**config.mk**
```make
export PLATFORM = sky130hd
export DESIGN_NAME = sprite_fetch_flat
export DESIGN_NICKNAME = d
export VERILOG_FILES = /design/src/rtl/sprite_fetch_if.sv /design/src/rtl/sprite_fetch.sv /design/src/flat_wrapper.sv
export SDC_FILE = /design/constraint.sdc
export NUM_CORES = 1
export LEC_CHECK = 0
export CAP_MARGIN = 20
export CORE_MARGIN = 2
export CORE_UTILIZATION = 24
export CTS_BUF_LIST = sky130_fd_sc_hd__clkbuf_8 sky130_fd_sc_hd__clkbuf_16
export DETAILED_ROUTE_END_ITERATION = 10
export HOLD_SLACK_MARGIN = 0.1
export SETUP_SLACK_MARGIN = 0.4
export SLEW_MARGIN = 10
export SYNTH_ARGS = -nofsm -noshare
export SYNTH_HDL_FRONTEND = slang
export SYNTH_SLANG_ARGS = --single-unit
```
**constraint.sdc**
```tcl
create_clock -name clk -period 2.9 [get_ports clk]
set_input_delay 0.29 -clock clk [delete_from_list [all_inputs] [get_ports clk]]
set_output_delay 0.29 -clock clk [all_outputs]
set_load 0.01 [all_outputs]
```
**src/rtl/sprite_fetch_if.sv**
```systemverilog
// Sprite register read port shared between the fetch engine and the register file.
// The master requests and addresses; the slave grants and returns data combinationally.
interface sprite_fetch_if;
   logic       bus_req;
   logic       bus_gnt;
   logic [5:0] reg_addr;
   logic [7:0] reg_data;

   modport master (
      output bus_req,
      output reg_addr,
      input  bus_gnt,
      input  reg_data
   );

   modport slave (
      input  bus_req,
      input  reg_addr,
      output bus_gnt,
      output reg_data
   );
endinterface

```
**src/rtl/sprite_fetch.sv**
```systemverilog
// Per-frame sprite register fetch: checks the frame-ready flag on vblank,
// reads registers 0..LAST_ADDR into a shadow, then commits all sprites at once.
module sprite_fetch #(
   parameter int WORK_DONE_ADDR = 17,
   parameter int LAST_ADDR      = 16
) (
   input  logic                 clk,
   input  logic                 rst_n,
   input  logic                 vblank_start,
   sprite_fetch_if.master       bus,
   output logic [7:0]           pac_x,
   output logic [7:0]           pac_y,
   output logic [1:0]           pac_rot,
   output logic [7:0]           map_x,
   output logic [7:0]           map_y,
   output logic [31:0]          ghost_x,
   output logic [31:0]          ghost_y,
   output logic [7:0]           ghost_rot,
   output logic                 busy,
   output logic                 done,
   output logic                 skip,
   output logic                 overrun
);

   typedef enum logic [1:0] {
      S_IDLE,
      S_CHECK,
      S_FETCH,
      S_COMMIT
   } state_t;

   localparam logic [5:0] LP_WD   = 6'(WORK_DONE_ADDR);
   localparam logic [4:0] LP_LAST = 5'(LAST_ADDR);

   state_t      r_state;
   state_t      w_next;
   logic [4:0]  r_idx;
   logic [4:0]  w_idx_nxt;
   logic [7:0]  r_shadow [0:LAST_ADDR];
   logic        w_req;
   logic [5:0]  w_addr;
   logic        w_fire;
   logic        w_skip_set;

   logic        r_done;
   logic        r_skip;
   logic        r_overrun;

   logic [7:0]  r_pac_x;
   logic [7:0]  r_pac_y;
   logic [1:0]  r_pac_rot;
   logic [7:0]  r_map_x;
   logic [7:0]  r_map_y;
   logic [31:0] r_ghost_x;
   logic [31:0] r_ghost_y;
   logic [7:0]  r_ghost_rot;

   // Rotation registers only carry two meaningful bits.
   logic        w_unused;
   assign w_unused = ^{r_shadow[2][7:2], r_shadow[7][7:2],
                       r_shadow[10][7:2], r_shadow[13][7:2],
                       r_shadow[16][7:2]};

   // Next-state, read-port drive and skip detection.
   always_comb begin
      w_next     = r_state;
      w_idx_nxt  = r_idx;
      w_req      = 1'b0;
      w_addr     = 6'd0;
      w_skip_set = 1'b0;
      unique case (r_state)
         S_IDLE: begin
            if (vblank_start) w_next = S_CHECK;
         end
         S_CHECK: begin
            w_req  = 1'b1;
            w_addr = LP_WD;
            if (bus.bus_gnt) begin
               if (bus.reg_data == 8'd0) begin
                  w_next     = S_IDLE;
                  w_skip_set = 1'b1;
               end else begin
                  w_next    = S_FETCH;
                  w_idx_nxt = 5'd0;
               end
            end
         end
         S_FETCH: begin
            w_req  = 1'b1;
            w_addr = {1'b0, r_idx};
            if (bus.bus_gnt) begin
               if (r_idx == LP_LAST) w_next = S_COMMIT;
               else                  w_idx_nxt = r_idx + 5'd1;
            end
         end
         S_COMMIT: begin
            w_next = S_IDLE;
         end
         default: w_next = S_IDLE;
      endcase
   end

   assign w_fire       = w_req & bus.bus_gnt;
   assign bus.bus_req  = w_req;
   assign bus.reg_addr = w_addr;
   assign busy         = (r_state != S_IDLE);

   // State and fetch index.
   always_ff @(posedge clk or negedge rst_n) begin
      if (!rst_n) begin
         r_state <= S_IDLE;
         r_idx   <= 5'd0;
      end else begin
         r_state <= w_next;
         r_idx   <= w_idx_nxt;
      end
   end

   // Shadow capture of each granted fetch read.
   always_ff @(posedge clk or negedge rst_n) begin
      if (!rst_n) begin
         for (int i = 0; i <= LAST_ADDR; i++) r_shadow[i] <= 8'd0;
      end else if (r_state == S_FETCH && w_fire) begin
         r_shadow[r_idx] <= bus.reg_data;
      end
   end

   // Single-cycle status pulses.
   always_ff @(posedge clk or negedge rst_n) begin
      if (!rst_n) begin
         r_done    <= 1'b0;
         r_skip    <= 1'b0;
         r_overrun <= 1'b0;
      end else begin
         r_done    <= (r_state == S_COMMIT);
         r_skip    <= w_skip_set;
         r_overrun <= vblank_start && (r_state != S_IDLE);
      end
   end

   // Visible sprite state updates atomically on the commit edge only.
   always_ff @(posedge clk or negedge rst_n) begin
      if (!rst_n) begin
         r_pac_x     <= 8'd0;
         r_pac_y     <= 8'd0;
         r_pac_rot   <= 2'd0;
         r_map_x     <= 8'd0;
         r_map_y     <= 8'd0;
         r_ghost_x   <= 32'd0;
         r_ghost_y   <= 32'd0;
         r_ghost_rot <= 8'd0;
      end else if (r_state == S_COMMIT) begin
         r_pac_x   <= r_shadow[0];
         r_pac_y   <= r_shadow[1];
         r_pac_rot <= r_shadow[2][1:0];
         r_map_x   <= r_shadow[3];
         r_map_y   <= r_shadow[4];
         for (int i = 0; i < 4; i++) begin
            r_ghost_x[8*i +: 8]   <= r_shadow[5 + 3*i];
            r_ghost_y[8*i +: 8]   <= r_shadow[6 + 3*i];
            r_ghost_rot[2*i +: 2] <= r_shadow[7 + 3*i][1:0];
         end
      end
   end

   assign pac_x     = r_pac_x;
   assign pac_y     = r_pac_y;
   assign pac_rot   = r_pac_rot;
   assign map_x     = r_map_x;
   assign map_y     = r_map_y;
   assign ghost_x   = r_ghost_x;
   assign ghost_y   = r_ghost_y;
   assign ghost_rot = r_ghost_rot;
   assign done      = r_done;
   assign skip      = r_skip;
   assign overrun   = r_overrun;

endmodule

```
**src/flat_wrapper.sv**
```systemverilog
// flat-port wrapper written by rule: the top's interface ports become plain ports
module sprite_fetch_flat 
#(
   parameter int WORK_DONE_ADDR = 17,
   parameter int LAST_ADDR      = 16
)
  (clk, rst_n, vblank_start, pac_x, pac_y, pac_rot, map_x, map_y, ghost_x, ghost_y, ghost_rot, busy, done, skip, overrun, bus_bus_req, bus_reg_addr, bus_bus_gnt, bus_reg_data);
  sprite_fetch_if bus_i ();
  input  logic clk;
  input  logic rst_n;
  input  logic vblank_start;
  output logic [7:0] pac_x;
  output logic [7:0] pac_y;
  output logic [1:0] pac_rot;
  output logic [7:0] map_x;
  output logic [7:0] map_y;
  output logic [31:0] ghost_x;
  output logic [31:0] ghost_y;
  output logic [7:0] ghost_rot;
  output logic busy;
  output logic done;
  output logic skip;
  output logic overrun;
  output wire logic [$bits(bus_i.bus_req)-1:0] bus_bus_req;
  output wire logic [$bits(bus_i.reg_addr)-1:0] bus_reg_addr;
  input wire logic [$bits(bus_i.bus_gnt)-1:0] bus_bus_gnt;
  input wire logic [$bits(bus_i.reg_data)-1:0] bus_reg_data;
  assign bus_bus_req = bus_i.bus_req;
  assign bus_reg_addr = bus_i.reg_addr;
  assign bus_i.bus_gnt = bus_bus_gnt;
  assign bus_i.reg_data = bus_reg_data;
  sprite_fetch #(.WORK_DONE_ADDR(WORK_DONE_ADDR), .LAST_ADDR(LAST_ADDR)) u_core (.clk(clk), .rst_n(rst_n), .vblank_start(vblank_start), .bus(bus_i), .pac_x(pac_x), .pac_y(pac_y), .pac_rot(pac_rot), .map_x(map_x), .map_y(map_y), .ghost_x(ghost_x), .ghost_y(ghost_y), .ghost_rot(ghost_rot), .busy(busy), .done(done), .skip(skip), .overrun(overrun));
endmodule
```
==> impl_metrics.json, run 1 <==
{
  "met3_usage_pct": 1.99,
  "num_vias": 4928,
  "start_kind": "flip-flop",
  "synth_nets": 570,
  "timing.rr.start": "u_core.r_state[0]$_DFFE_PN0P_",
  "drt.antenna.violating_nets": 0,
  "place_inst": 1133,
  "dieArea_sq_um": 38200,
  "worstPathArrival_ps": 2090,
  "met1_usage_pct": 15.1,
  "cts_root_buf": "clkbuf_16",
  "ios": 129,
  "clock_latency_ps": 510,
  "ys_ff_latch": 222,
  "top_usage_layer": "met2",
  "place_area_sq_um": 10700,
  "die_w_microns": 195,
  "globalRouteMet2Util_pct": 17.7,
  "end_kind": "primary output",
  "drive_above_1_share_pct": 39.8,
  "cp.buffers_inverters": 3,
  "crit_chain": "inv_2 -> ha_1 -> buf_6 -> and2_1 -> clkdlybuf4s50_1",
  "htree_levels": 1,
  "post_cts_buffers": 0,
  "synthesis.area_sq_um": 8800,
  "reg2reg_depth": 6,
  "drt_iter0_drc": 217,
  "max-vdd-ir-drop_mv": 0.341,
  "postSynthAreaPerCell_sq_um": 16.0,
  "finalMaxSlewViolations": 0,
  "viasPerCell": 4.19,
  "synth_cell_type_count": 36,
  "tns_ps": 0,
  "clock_skew_ps": 9.92,
  "cts.clk_slew.worst_paths_ps": 60,
  "grt_pass1_wl_mm": 32.0,
  "yosys-top-cells-count": "dfrtp_1 (222), mux2_2 (201), clkbuf_1 (19), mux2_1 (11), nand2_1 (10)",
  "synth_edf_count": 0,
  "crit_required_ps": 2610,
  "period_needed_ps": 2380,
  "seq_area_frac_synth_pct": 63.1,
  "cp_slowest_cell": "clkdlybuf4s50_1",
  "coreArea_sq_um": 36300,
  "grt_max_degree": 72,
  "yosysTopAreaCell": "dfrtp_1",
  "cts_buffer_depth": 3,
  "period_share_pct": 81.9,
  "finalWeightedCongestion": 0.725,
  "synth.most_common_cell": "dfrtp_1",
  "p_leak_nw": 5.44,
  "syn_inst": 549,
  "drc": 0,
  "drv_cap": 0,
  "async_reset_ff_share_pct": 100,
  "path_delay_family": "buffers and inverters",
  "hold_viol": 0,
  "design_area_sq_um": 11500,
  "grt_setup_unrepaired": "no",
  "yosysTopAreaCellShare_pct": 63.1,
  "yosys_warnings": 0,
  "final_nets": 713,
  "status": "finished clean",
  "wl_per_cell_microns": 17.5,
  "dr.pass1.iters": 4,
  "synthTopCellsByArea": "dfrtp_1 (63%), mux2_2 (26%), nand3_4 (1.6%)",
  "wl_mm": 20.6,
  "cts_sinks": 222,
  "fmax_mhz": 421,
  "min_path_type": "in -> async",
  "fp.dieH_microns": 195,
  "setup_violations": 0,
  "initial_core_util_pct": 24.2,
  "r2r_end": "u_core.r_shadow[65]$_DFFE_PN0P_",
  "antenna_cells": 0,
  "r2r_slack_ps": 800,
  "p_total_mw": 8.34,
  "grt-ovfl-total": 0,
  "io_buffer_count": 127,
  "p_per_area_nw_per_um2": 724,
  "final_cells": 1176,
  "row_count": 70,
  "grt_antenna_before_repair": 0,
  "grt_pass1_vias": 5139,
  "cpPeakStageDelay_ps": 540,
  "area_delta_synth_final_pct": 31.0,
  "postLayoutCoreUtil_pct": 31.7,
  "critPathKind": "reg -> out",
  "cts_buffers": 24,
  "cts_tree": "built",
  "dpl.hpwl_mm": 13.3,
  "ys_dominant_reg_cell": "dfrtp_1",
  "worst-path-max-fanout": 15,
  "grtUsageTotal_pct": 10.9
}
[state kept, by name, indices dropped and copies added, names as in the netlist, 8 cells and up, named ones only]
name              count
u_core.r_shadow     106
u_core.ghost_x       32
u_core.ghost_y       32
u_core.ghost_rot      8
u_core.map_x          8
u_core.map_y          8
u_core.pac_x          8
u_core.pac_y          8
[metal layers]
layer	vias up	wire, microns
met5	-	0
met4	0	347
met3	28	915
met2	93	9640
met1	2563	9710
li1	2244	-
[layout by cell type, fill, tap and decap left out, types with 2 or more instances in the layout]
| master | n |
|---|---|
| inv_1 | 12 |
| nor2_4 | 3 |
| nor3b_4 | 2 |
| and3_1 | 3 |
| a21oi_1 | 3 |
| mux2_2 | 201 |
| nand2_1 | 10 |
| mux2_1 | 11 |
| clkbuf_8 | 8 |
| nand3_4 | 8 |
| nand3_1 | 4 |
| buf_4 | 14 |
| and2_1 | 4 |
| o21ai_0 | 7 |
| nor4_1 | 3 |
| dlymetal6s2s_1 | 2 |
| dfrtp_1 | 221 |
| clkinv_2 | 2 |
| nor2b_1 | 2 |
| nor2_1 | 4 |
| clkdlybuf4s50_1 | 122 |
| buf_12 | 3 |
| ha_1 | 8 |
| clkbuf_16 | 25 |
| dlygate4sd2_1 | 2 |
[worst max-delay path by stage]
stage,endpoint,cells after the start,from
after floorplan,u_core.r_shadow[40]$_DFFE_PN0P_,7,u_core.r_state[0]$_DFFE_PN0P_
after global placement,u_core.r_shadow[65]$_DFFE_PN0P_,5,bus_bus_gnt
after detailed placement,u_core.r_shadow[65]$_DFFE_PN0P_,5,bus_bus_gnt
after CTS,bus_reg_addr[1],6,u_core.r_state[0]$_DFFE_PN0P_
after global routing,bus_reg_addr[3],5,u_core.r_state[0]$_DFFE_PN0P_
final,bus_reg_addr[3],5,u_core.r_state[0]$_DFFE_PN0P_
[cell families after synthesis]
kind of cell / count (synthesis) / share of synthesized area, %
flip-flops: 222 / 63.1
AO/OA/AOI/OAI: 18 / 1.63
buffers and inverters: 38 / 1.99
multiplexers: 212 / 27.1
adder cells (fa/ha/maj): 9 / 1.28
other: 1 / 0.0426
AND/OR/NAND/NOR: 49 / 4.81
[through the flow]
stage	worst slack, ps	hold WS, ps
floorplan	1080	-5.59
global placement	707	241
detailed placement	654	241
CTS	402	279
global route	403	323
finish	524	288
[layout make-up]
cell class                 instances  area (sq um)
tap                              468           586
clock inverter                     9          71.3
multi-input combinational        289          3080
sequential                       222          5560
fill                            3558         24800
timing repair buffer             146          1470
clock buffer                      33           736
inverter                           9          33.8
[power breakdown]
group	total (mW)	internal (mW)	switching [mW]
Sequential	3.60	3.41	0.184
Combinational	1.68	0.861	0.820
Clock	3.07	1.85	1.22
Total	8.34	6.12	2.22
[what timing repair did]
action	CTS	global route
hold buffers	1	0
gates resized for setup	4	3
setup endpoints to repair	5	3
hold endpoints to repair	51	0
(Power assumes the default switching activity.)
==> run 2: changes to the inputs <==
==> constraint.sdc (replaced) <==
create_clock -name clk -period 2 [get_ports clk]
set_input_delay 0.2 -clock clk [delete_from_list [all_inputs] [get_ports clk]]
set_output_delay 0.2 -clock clk [all_outputs]
set_load 0.01 [all_outputs]
==> run 2 against run 1 <==
Compared with the run above:
- register-to-register slack worse by 680 ps
- sequential power increased by 45%
- highest routed layer unchanged
- power grew 62%
- largest power group unchanged
==> impl_metrics.json, run 2 (synthesis results as in run 1) <==
{
  "coreArea_sq_um": 36300,
  "viasPerCell": 4.24,
  "cts_root_buf": "clkbuf_16",
  "clock_latency_ps": 520,
  "crit_required_ps": 2420,
  "period_needed_ps": 1880,
  "cts_buffer_depth": 3,
  "initial_core_util_pct": 24.2,
  "dpl.hpwl_mm": 13.8,
  "p_per_area_nw_per_um2": 1070,
  "grt_max_degree": 60,
  "min_path_type": "in -> async",
  "area_delta_synth_final_pct": 43.1,
  "grtUsageTotal_pct": 11.8,
  "dieArea_sq_um": 38200,
  "top_register": "u_core.r_shadow",
  "dr.pass1.iters": 4,
  "wl_mm": 23.3,
  "finalWeightedCongestion": 0.736,
  "clock_skew_ps": 15.8,
  "cts_sinks": 222,
  "worstPathArrival_ps": 2300,
  "finalMaxSlewViolations": 0,
  "setup_slack_ps": 116,
  "setup_violations": 0,
  "end_kind": "flip-flop",
  "design_area_sq_um": 12600,
  "wl_per_cell_microns": 18.8,
  "grt_setup_unrepaired": "yes",
  "drive_above_1_share_pct": 49.6,
  "pre_cts_ws_ps": 106,
  "grt-ovfl-total": 0,
  "critPathKind": "reg -> reg",
  "row_count": 70,
  "io_buffer_count": 127,
  "grt_pass1_vias": 5506,
  "die_w_microns": 195,
  "fp.dieH_microns": 195,
  "place_inst": 1140,
  "start_kind": "flip-flop",
  "max-vdd-ir-drop_mv": 0.676,
  "fmax_mhz": 531,
  "place_area_sq_um": 10900,
  "mostFrequentLayoutCells": "dfrtp_1 (218), mux2_2 (140), dlygate4sd2_1 (109)",
  "tns_ps": 0,
  "num_vias": 5245,
  "cts_buffers": 25,
  "drt.antenna.violating_nets": 0,
  "grt_pass1_wl_mm": 34.6,
  "final_cells": 1236,
  "p_leak_nw": 6.58,
  "drt_iter0_drc": 250,
  "hold_viol": 0,
  "antenna_cells": 0,
  "final_common_cell": "dfrtp_1",
  "worst-path-max-fanout": 7,
  "final_nets": 771,
  "grt_antenna_before_repair": 1,
  "htree_levels": 1,
  "period_share_pct": 94.2,
  "status": "finished clean",
  "drc": 0,
  "ios": 129,
  "largest_reg_flops": 106,
  "cts_tree": "built",
  "cts.clk_slew.worst_paths_ps": 60,
  "drv_cap": 0
}
run 2: metal layers:
layer / vias to the layer above / wire length [microns] / GRT usage, %
met5: - / 0 / 0
met4: 0 / 343 / 2.49
met3: 29 / 961 / 2.25
met2: 110 / 10500 / 18.2
met1: 2754 / 11400 / 17.3
li1: 2352 / - / -
run 2: report_power, final:
part | switching [mW] | leakage [nW] | total [mW] | internal, mW
Sequential | 0.262 | 3.04 | 5.21 | 4.95
Clock | 1.82 | 0.435 | 4.57 | 2.75
Combinational | 1.61 | 3.11 | 3.71 | 2.09
Total | 3.70 | 6.58 | 13.5 | 9.79
run 2: layout make-up:
class	instances	area, sq um
clock inverters	14	120
well taps	468	586
repair buffers	203	2060
multi-input cells	289	3520
fillers	3493	23800
inverters	9	38.8
flip-flops and latches	222	5560
clock buffers	31	708
run 2: what timing repair did:
item | in CTS | in global routing
buffers inserted | 27 | 14
hold buffers | 1 | 0
gates cloned | 6 | 3
hold endpoints to repair | 222 | 0
resized for setup | 207 | 37
pin swaps | 7 | 7
endpoints found under the setup margin | 286 | 224
run 2: final timing paths:
kind,start,endpoint,slack (ps),depth (start not counted)
min in group clk,vblank_start,u_core.overrun$_DFF_PN0_,300,3
worst min register to register,u_core.r_shadow[21]$_DFFE_PN0P_,u_core.r_shadow[21]$_DFFE_PN0P_,490,1
worst max-delay path,flip-flop,flip-flop,120,8
max in group asynchronous,rst_n,u_core.ghost_y[5]$_DFFE_PN0P_,1080,3
worst max register to register,flip-flop,flip-flop,120,8
worst min-delay path,rst_n,u_core.map_y[2]$_DFFE_PN0P_,230,2
run 2: critical path: stages (launching register included):
cell,delay (ps)
dfrtp_1,390
buf_6,130
ha_4,180
buf_6,120
buf_4,140
o21ba_2,230
a221oi_4,280
a21oi_2,100
a41o_1,210
run 2: stage by stage:
step | hold slack, ps | total power [mW] | util (%)
5_1_grt | 268 | 14.1 | 34.6
3_5_place_dp | 181 | 7.95 | 30.1
4_1_cts | 226 | 13.2 | 33.8
3_3_place_gp | 179 | 7.90 | 30.1
6_report | 232 | 13.5 | 34.6
2_1_floorplan | -95.6 | 6.78 | -
==> run 3: changes to the inputs <==
--- a/config.mk
+++ b/config.mk
@@ -12,6 +12,7 @@
 export DETAILED_ROUTE_END_ITERATION = 10
 export HOLD_SLACK_MARGIN = 0.1
 export SETUP_SLACK_MARGIN = 0.4
+export SKIP_CTS_REPAIR_TIMING = 1
 export SLEW_MARGIN = 10
 export SYNTH_ARGS = -nofsm -noshare
 export SYNTH_HDL_FRONTEND = slang
==> run 3 against run 2 <==
Compared with the run above:
- non-clock buffer count is 16 lower
- first-iteration DRC count fell by 26%
- register-to-register slack worse by 40 ps
- worst setup slack worse by 42 ps
==> impl_metrics.json, run 3 (synthesis results as in run 1) <==
{
  "status": "finished clean",
  "design_area_sq_um": 12700,
  "die_w_microns": 195,
  "mostFrequentLayoutCells": "dfrtp_1 (219), mux2_2 (173), dlymetal6s2s_1 (113)",
  "min_path_type": "in -> async",
  "clock_latency_ps": 520,
  "critPathKind": "reg -> reg",
  "final_common_cell": "dfrtp_1",
  "dpl.hpwl_mm": 13.8,
  "num_vias": 5144,
  "worstPathArrival_ps": 2330,
  "dieArea_sq_um": 38200,
  "fp.dieH_microns": 195,
  "hold_viol": 0,
  "postLayoutCoreUtil_pct": 34.9,
  "drt_iter0_drc": 184,
  "period_share_pct": 96.3,
  "viasPerCell": 4.22,
  "cts_tree": "built",
  "clock_skew_ps": 18.0,
  "grt_antenna_before_repair": 0,
  "dr.pass1.iters": 4,
  "final_cells": 1220,
  "drv_cap": 0,
  "grt-ovfl-total": 0,
  "drive_above_1_share_pct": 47.3,
  "coreArea_sq_um": 36300,
  "tns_ps": 0,
  "max-vdd-ir-drop_mv": 0.571,
  "row_count": 70,
  "initial_core_util_pct": 24.2,
  "area_delta_synth_final_pct": 44.3,
  "grt_max_degree": 60,
  "final_nets": 755,
  "cts_buffer_depth": 3,
  "p_total_mw": 13.2,
  "grt_setup_unrepaired": "yes",
  "wl_per_cell_microns": 18.5,
  "setup_violations": 0,
  "finalWeightedCongestion": 0.736,
  "drt.antenna.violating_nets": 0,
  "antenna_cells": 0,
  "cts.clk_slew.worst_paths_ps": 60,
  "cts_sinks": 222,
  "grt_pass1_vias": 5161,
  "finalMaxSlewViolations": 0,
  "htree_levels": 1,
  "fmax_mhz": 519,
  "worst-path-max-fanout": 6,
  "end_kind": "flip-flop",
  "hold_ws_ps": 230,
  "largest_reg_flops": 106,
  "grtUsageTotal_pct": 11.0,
  "drc": 0,
  "grt_pass1_wl_mm": 32.1,
  "top_register": "u_core.r_shadow",
  "crit_required_ps": 2400,
  "pre_cts_ws_ps": 106,
  "p_leak_nw": 7.84,
  "ios": 129,
  "wl_mm": 22.5,
  "setup_slack_ps": 74.1,
  "cts_buffers": 25,
  "p_per_area_nw_per_um2": 1040,
  "place_area_sq_um": 10900,
  "place_inst": 1140,
  "io_buffer_count": 127,
  "cts_root_buf": "clkbuf_16",
  "period_needed_ps": 1930,
  "start_kind": "flip-flop"
}
[run 3: cell types whose count changed in the layout (fill, tap and decap cells not counted), sizes merged]
cell          change
clkbuf            +4
bufbuf            -2
dlygate4sd2     -109
buf              -22
dlymetal6s2s    +113
[run 3: worst paths after layout]
check / start / slack [ps] / endpoint / depth (start not counted)
worst max-delay path: flip-flop / 70 / u_core.r_idx[2]$_DFFE_PN0P_ / 8
worst min-delay path: rst_n / 230 / u_core.r_shadow[100]$_DFFE_PN0P_ / 2
worst max register to register: flip-flop / 70 / u_core.r_idx[2]$_DFFE_PN0P_ / 8
worst min register to register: u_core.r_shadow[21]$_DFFE_PN0P_ / 490 / u_core.r_shadow[21]$_DFFE_PN0P_ / 1
max in group asynchronous: rst_n / 1090 / u_core.r_shadow[43]$_DFFE_PN0P_ / 3
min in group clk: vblank_start / 290 / u_core.overrun$_DFF_PN0_ / 3
[run 3: critical path, stage by stage, from the launching register on]
cell,delay [ps]
dfrtp_2,430
buf_6,130
ha_4,170
buf_6,120
buf_6,110
nor2_4,90
o221ai_4,120
or2_4,300
a221o_1,320
[run 3: power breakdown]
part	internal, mW	total [mW]	switching (mW)
registers	4.95	5.22	0.272
clock network	2.75	4.57	1.82
logic	1.90	3.38	1.48
[run 3: layout make-up]
cell class / instances / area (sq um)
tap: 468 / 586
clock buffer: 31 / 708
inverter: 9 / 36.3
fill: 3428 / 23700
multi-input combinational: 289 / 3380
timing repair buffer: 187 / 2300
clock inverter: 14 / 120
sequential: 222 / 5560
[run 3: per-layer routing]
| layer | vias to the layer above | wire length [microns] | global-route usage [%] |
|---|---|---|---|
| li1 | 2333 | - | - |
| met1 | 2678 | 11200 | 15.7 |
| met5 | - | 0 | 0 |
| met4 | 0 | 375 | 2.49 |
| met3 | 31 | 852 | 2.23 |
| met2 | 102 | 10200 | 17.1 |
